==> config.mk <==
export PLATFORM = sky130hd
export DESIGN_NAME = modport_counter
export DESIGN_NICKNAME = d
export VERILOG_FILES = /design/src/rtl/counter_pkg.sv /design/src/rtl/modport_counter_next.sv /design/src/rtl/modport_counter.sv
export SDC_FILE = /design/constraint.sdc
export NUM_CORES = 1
export LEC_CHECK = 0
export CAP_MARGIN = 10
export CORE_AREA = 5 5 42 44
export DETAILED_ROUTE_END_ITERATION = 12
export DIE_AREA = 0 0 47 49
export GPL_ROUTABILITY_DRIVEN = 0
export SYNTH_ARGS = -nofsm -noshare
export SYNTH_HDL_FRONTEND = slang
export SYNTH_SLANG_ARGS = --single-unit
==> constraint.sdc <==
create_clock -name clock -period 1.8 [get_ports clock]
set_input_delay 0.45 -clock clock [delete_from_list [all_inputs] [get_ports clock]]
set_output_delay 0.45 -clock clock [all_outputs]
set_load 0.005 [all_outputs]
==> src/rtl/counter_pkg.sv <==
// counter_pkg: shared constants, count type and legality helper for the
// modulo up/down counter. The modulus sets the count range 0..MOD-1, the
// width covers data_in and count, count_t is the count value type, and
// legal() is 1 when a value lies inside the count range.
package counter_pkg;

  localparam int MOD   = 12;
  localparam int WIDTH = 4;

  typedef logic [WIDTH-1:0] count_t;

  localparam count_t MOD_MAX = count_t'(MOD - 1);

  function automatic logic legal(count_t v);
    return v <= MOD_MAX;
  endfunction

endpackage

==> src/rtl/modport_counter_next.sv <==
// modport_counter_next: purely combinational next-value logic.
// Ports:
//   count      in  WIDTH  current registered count
//   load       in  1      1 = take data_in (clamped to 0 when out of range)
//   data_in    in  WIDTH  parallel load value
//   upd        in  1      1 = count up, 0 = count down
//   next_count out WIDTH  value to register on the next edge
module modport_counter_next
  import counter_pkg::*;
(
  input  logic [WIDTH-1:0] count,
  input  logic             load,
  input  logic [WIDTH-1:0] data_in,
  input  logic             upd,
  output logic [WIDTH-1:0] next_count
);

  localparam logic [WIDTH:0] MOD_MAX_EXT = {1'b0, MOD_MAX};

  logic [WIDTH:0] up_ext;
  logic [WIDTH:0] dn_ext;

  // One spare bit so wrap is detected explicitly rather than by 2**WIDTH overflow.
  assign up_ext = {1'b0, count} + (WIDTH + 1)'(1);
  assign dn_ext = {1'b0, count} - (WIDTH + 1)'(1);

  always_comb begin
    next_count = '0;
    if (load) begin
      next_count = legal(data_in) ? data_in : '0;
    end else if (!legal(count)) begin
      // Recovery from a forced/corrupted out-of-range value.
      next_count = '0;
    end else if (upd) begin
      next_count = (up_ext > MOD_MAX_EXT) ? '0 : up_ext[WIDTH-1:0];
    end else begin
      // Borrow into the spare bit means count was 0.
      next_count = dn_ext[WIDTH] ? MOD_MAX : dn_ext[WIDTH-1:0];
    end
  end

endmodule

==> src/rtl/modport_counter.sv <==
// modport_counter: loadable synchronous up/down modulo-MOD counter.
// Ports:
//   clock   in  1      sole clock, all updates on posedge
//   reset   in  1      synchronous active-high clear, overrides everything
//   load    in  1      1 = load data_in this edge (upd ignored)
//   data_in in  WIDTH  load value, values >= MOD load as 0
//   upd     in  1      direction: 1 = up, 0 = down
//   count   out WIDTH  registered count, always in 0..MOD-1 after reset
module modport_counter
  import counter_pkg::*;
(
  input  logic             clock,
  input  logic             reset,
  input  logic             load,
  input  logic [WIDTH-1:0] data_in,
  input  logic             upd,
  output logic [WIDTH-1:0] count
);

  logic [WIDTH-1:0] count_q;
  logic [WIDTH-1:0] count_d;

  modport_counter_next u_next (
    .count      (count_q),
    .load       (load),
    .data_in    (data_in),
    .upd        (upd),
    .next_count (count_d)
  );

  always_ff @(posedge clock) begin
    if (reset) begin
      count_q <= '0;
    end else begin
      count_q <= count_d;
    end
  end

  assign count = count_q;

endmodule

==> Word level (Yosys, flattened, before mapping) <==
Cells that the tools add are included.
{ "classes": {"n_eq_ne": 0, "reduce_logical": 0, "div": 0, "muxes": 6, "mul": 0, "n_bitwise": 0, "addsub": 2, "order_cmp": 3, "shift": 0} }
{ "ops": {"columns": ["cell", "count"], "rows": [
  ["4-bit two-way mux", 6],
  ["4-bit less-or-equal comparator (second input constant)", 2],
  ["4-bit by 1-bit adder with 5-bit output (second input constant)", 1],
  ["5-bit by 4-bit greater-than comparator with 1-bit output (second input constant)", 1],
  ["4-bit by 1-bit subtractor with 5-bit output (second input constant)", 1]
]} }
{ "totals": {"output_inout_bits": 4, "mem_bits_rw": 0, "latch_bits": 0, "ff_bits": 4, "inputBits": 8, "romBits": 0, "mem_count": 0} }

==> Logic depth before layout (Yosys ltp) <==
{ "depth": {"ltp_word": 6, "mapped_depth": 6} }

==> Modules after synthesis <==
A second synthesis with hierarchy kept.
{ "hier_totals": {"hier_cells": 50, "hier_area_um2": 366.6} }
{ "modules_own_cells": {"columns": ["module", "area_each_um2", "cells_each", "instances", "seq_area_each_um2"], "rows": [
  ["modport_counter_next", 261.5, 42, 1, 0.0],
  ["modport_counter", 105.1, 8, 1, 80.1]
]} }

==> Worst setup path before layout <==
OpenSTA, ideal clock, no wires.
{ "synth_path": {"kind": "flip-flop to flip-flop", "from": "register count_q[0] (netlist: count[0])", "to": "register count_q[2] (netlist: count[2])", "synth_period_minus_slack_ps": 1614, "required_time_ps": 1730, "n_path_buf": 0, "t_arrival_ps": 1545, "slack_ps": 186, "stages_incl_launch_ff": 7, "setup_ps": 70, "cell_sequence": "dfxtp_1 -> inv_1 -> ha_1 -> or3b_1 -> a211oi_1 -> a41oi_1 -> a21oi_1"} }
{ "synth_between": {"elab_chain_len": 6} }
{ "synth_rtl": {"columns": ["item", "line", "text"], "rows": [
  ["start, declared", "modport_counter.sv:20", "logic [WIDTH-1:0] count_q;"],
  ["start signal, assigned", "modport_counter.sv:35", "count_q <= count_d;"],
  ["4-bit by 1-bit adder with 5-bit output", "modport_counter_next.sv:24", "assign up_ext = {1'b0, count} + (WIDTH + 1)'(1);"],
  ["5-bit by 4-bit greater-than comparator with 1-bit output", "modport_counter_next.sv:35", "next_count = (up_ext > MOD_MAX_EXT) ? '0 : up_ext[WIDTH-1:0];"],
  ["4-bit two-way mux", "modport_counter_next.sv:35", null],
  ["4-bit two-way mux", "modport_counter_next.sv:34", "end else if (upd) begin"],
  ["4-bit two-way mux (*)", "modport_counter_next.sv:31", "end else if (!legal(count)) begin"],
  ["4-bit two-way mux (*)", "modport_counter_next.sv:29", "if (load) begin"]
]} }
Every way passes the cells marked *; elsewhere a longest branch is shown, timed or not.
A chain may end at the register's enable or synchronous reset.

==> Worst setup path after layout <==
{ "layout_path": {"from": "register count_q[2] (netlist: count[2])", "to": "output port count[2]"} }
{ "layout_rtl": {"columns": ["item", "line", "text"], "rows": [
  ["end, declared", "modport_counter.sv:17", "output logic [WIDTH-1:0] count"]
]} }
No word-level cell between the ends.

==> flow_metrics.tcl <==
set metrics [dict create \
    timing.rr.start "count[0]" \
    synth.area.top_cells "dfxtp_1 20%, ha_1 9.3%, buf_6 8.4%, nand2_1 4.7%, a41oi_1 4.4%" \
    synth_ff_type "dfxtp_1" \
    drive_gt1_frac 0.159 \
    crit_family "buffers and inverters" \
    max_stage_delay_ps 560 \
    highest_layer "met3" \
    largest_register_ffs 4 \
    min_period_ps 1700 \
    fin_skew_ps 1.77 \
    power_per_cell_area_mw_per_mm2 627 \
    clockRootBuffer "clkbuf_4" \
    startpoint_type "flop" \
    fin_crit_sh 0.945 \
    tns_ps 0 \
    crit_path_top_delay_cell "clkdlybuf4s50_1" \
    drtIter0Drc 11 \
    holdBufCountCts 0 \
    fin_ws_ps 98.9 \
    slew_headroom 0.724 \
    place_hpwl_um 823 \
    setup_viol 0 \
    dr_wl_met3_um 63 \
    synth_seq_area_share 0.199 \
    rsz0062_at_grt "no" \
    status "complete, no violations" \
    worstPathBufferInverterCount 1 \
    htreeDepth 1 \
    dieArea_mm2 0.00230 \
    syn_nets 62 \
    postCtsSetupBuffers 0 \
    dr_wl_met2_um 501 \
    cp.depth 1 \
    grt_usage 0.101 \
    syn_inst 51 \
    hold_depth 3 \
    crit_chain "clkdlybuf4s50_1" \
    fillers 156 \
    crit_required_ps 1350 \
    placementRows 14 \
    fin_hold_ws_ps 689 \
    clock_sink_count 4 \
    viasPerCell 5.22 \
    finalHoldViolCount 0 \
    synthDistinctLibCells 29 \
    wirelength_um 1020 \
    clkLatencyLatePin_ps 240 \
    initial_core_util 0.287 \
    yosys.area.top_type "dfxtp_1" \
    grt_pass1_vias 405 \
    critPathArrivalTime_ps 1250 \
    grt_overflow_total 0 \
    finish.utilization 0.409 \
    r2r-end "count[2]" \
    ioPinCount 12 \
    seq_area_um2 80.1 \
    yosysMostFrequentCell "nand2_1" \
    synth_seq_cells 4 \
    core_mm2 0.00140 \
    endpoint_kind "output port" \
    wire_per_inst_um 12.0 \
    die_w_um 47 \
    worstSetupEndpoint "count[2]" \
    met1_length_um 454 \
    grt_pass1_wl_um 1680 \
    syn_area_per_cell_um2 7.88 \
    synth.top_cell.area_share 0.199 \
    worst_ir_drop_vdd_v 0.000357 \
    reg2reg_depth 6 \
    die_y_um 49 \
    async_flop_share 0 \
    slew_violations 0 \
    firstDrtPassIters 4 \
    cts_resized 0 \
    multi_input_area_um2 277 \
    antenna_found_initial 0 \
    clk_pin_slew_ps 40 \
    nNetsFinal 82 \
    cts_made_buffers 3 \
    hp-class "flop to flop" \
    rrSetupSlack_ps 260 \
    design_area_um2 573 \
    max_freq_mhz 588 \
    placed_area_um2 551 \
    yosysWarnings 0 \
    cts_max_path_buffers 2 \
    vias 444 \
    pre_cts_ws_ps -60.8 \
    leakagePower_nw 0.239 \
    final_antenna_net_count 0 \
    crit_fanout 8 \
    diodes 0 \
    syn_area_um2 402 \
    max_cap_violations 0 \
    crit_start "count[2]" \
    synthTopCellsByCount "5 x nand2_1, 4 x dfxtp_1" \
    synth-edff-count 0 \
    io_buffers 11 \
    cts_tree "built" \
    grt_start_max_net_pins 11 \
    area_delta_synth_final_pct 42.7 \
    critPathKind "flop to output port" \
    tightest_slew_ps 408 \
    route.detailed.drc 0 \
]
how the worst min path moves through the flow:
stage | start | end | slack [ps]
3_5_place_dp | count[0] | count[0] | 680
5_1_grt | count[0] | count[0] | 720
2_1_floorplan | reset | count[2] | 520
3_3_place_gp | count[0] | count[0] | 680
4_1_cts | count[0] | count[0] | 690
6_report | count[0] | count[0] | 690
metrics by stage:
stage / std cells / power (W)
detailed placement: 82 / 0.000246
CTS: 85 / 0.000367
global placement: 82 / 0.000246
finish: 85 / 0.000360
floorplan: 51 / 0.000185
global route: 85 / 0.000390
cells by family after synthesis:
kind of cell,synth area share
AND/OR/NAND/NOR,0.305
AO/OA/AOI/OAI,0.268
buffers and inverters,0.112
flip-flops,0.199
adder cells (fa/ha/maj),0.0935
XOR/XNOR,0.0218
placed cells by master (no fill, tap or decap), drive strengths merged, types with 3 or more instances in the layout:
master / netlist / routed
clkdlybuf4s50: 0 / 11
buf: 3 / 7
nand2: 5 / 5
dfxtp: 4 / 4
inv: 3 / 3
nor2: 3 / 3
a21oi: 3 / 3
ha: 3 / 3
clkbuf: 0 / 3
o21ai: 3 / 3
report_power, final:
group          leakage (nW)  switching, W  internal [W]
Combinational         0.192     0.0000642     0.0000769
Sequential           0.0331    0.00000598     0.0000974
Clock                0.0138     0.0000402     0.0000748
routing by layer:
metal  vias to the layer above  track usage
li1                        224            -
met3                         0       0.0554
met4                         0       0.0415
met1                       202        0.125
met2                        18        0.140
met5                         -            0
cell type report:
| cell class | instances | share of cell area |
|---|---|---|
| clock buffers | 3 | 0.0393 |
| inverters | 3 | 0.0197 |
| multi-input cells | 41 | 0.483 |
| flip-flops and latches | 4 | 0.140 |
| well taps | 16 | 0.0349 |
| repair buffers | 18 | 0.284 |
worst min-delay path: stages, from the launching register on:
cell and delay [ps]:
dfxtp_1 310, buf_4 140, o21a_1 110, o21ai_0 60
No activity file was read; power rests on OpenSTA's default activity.
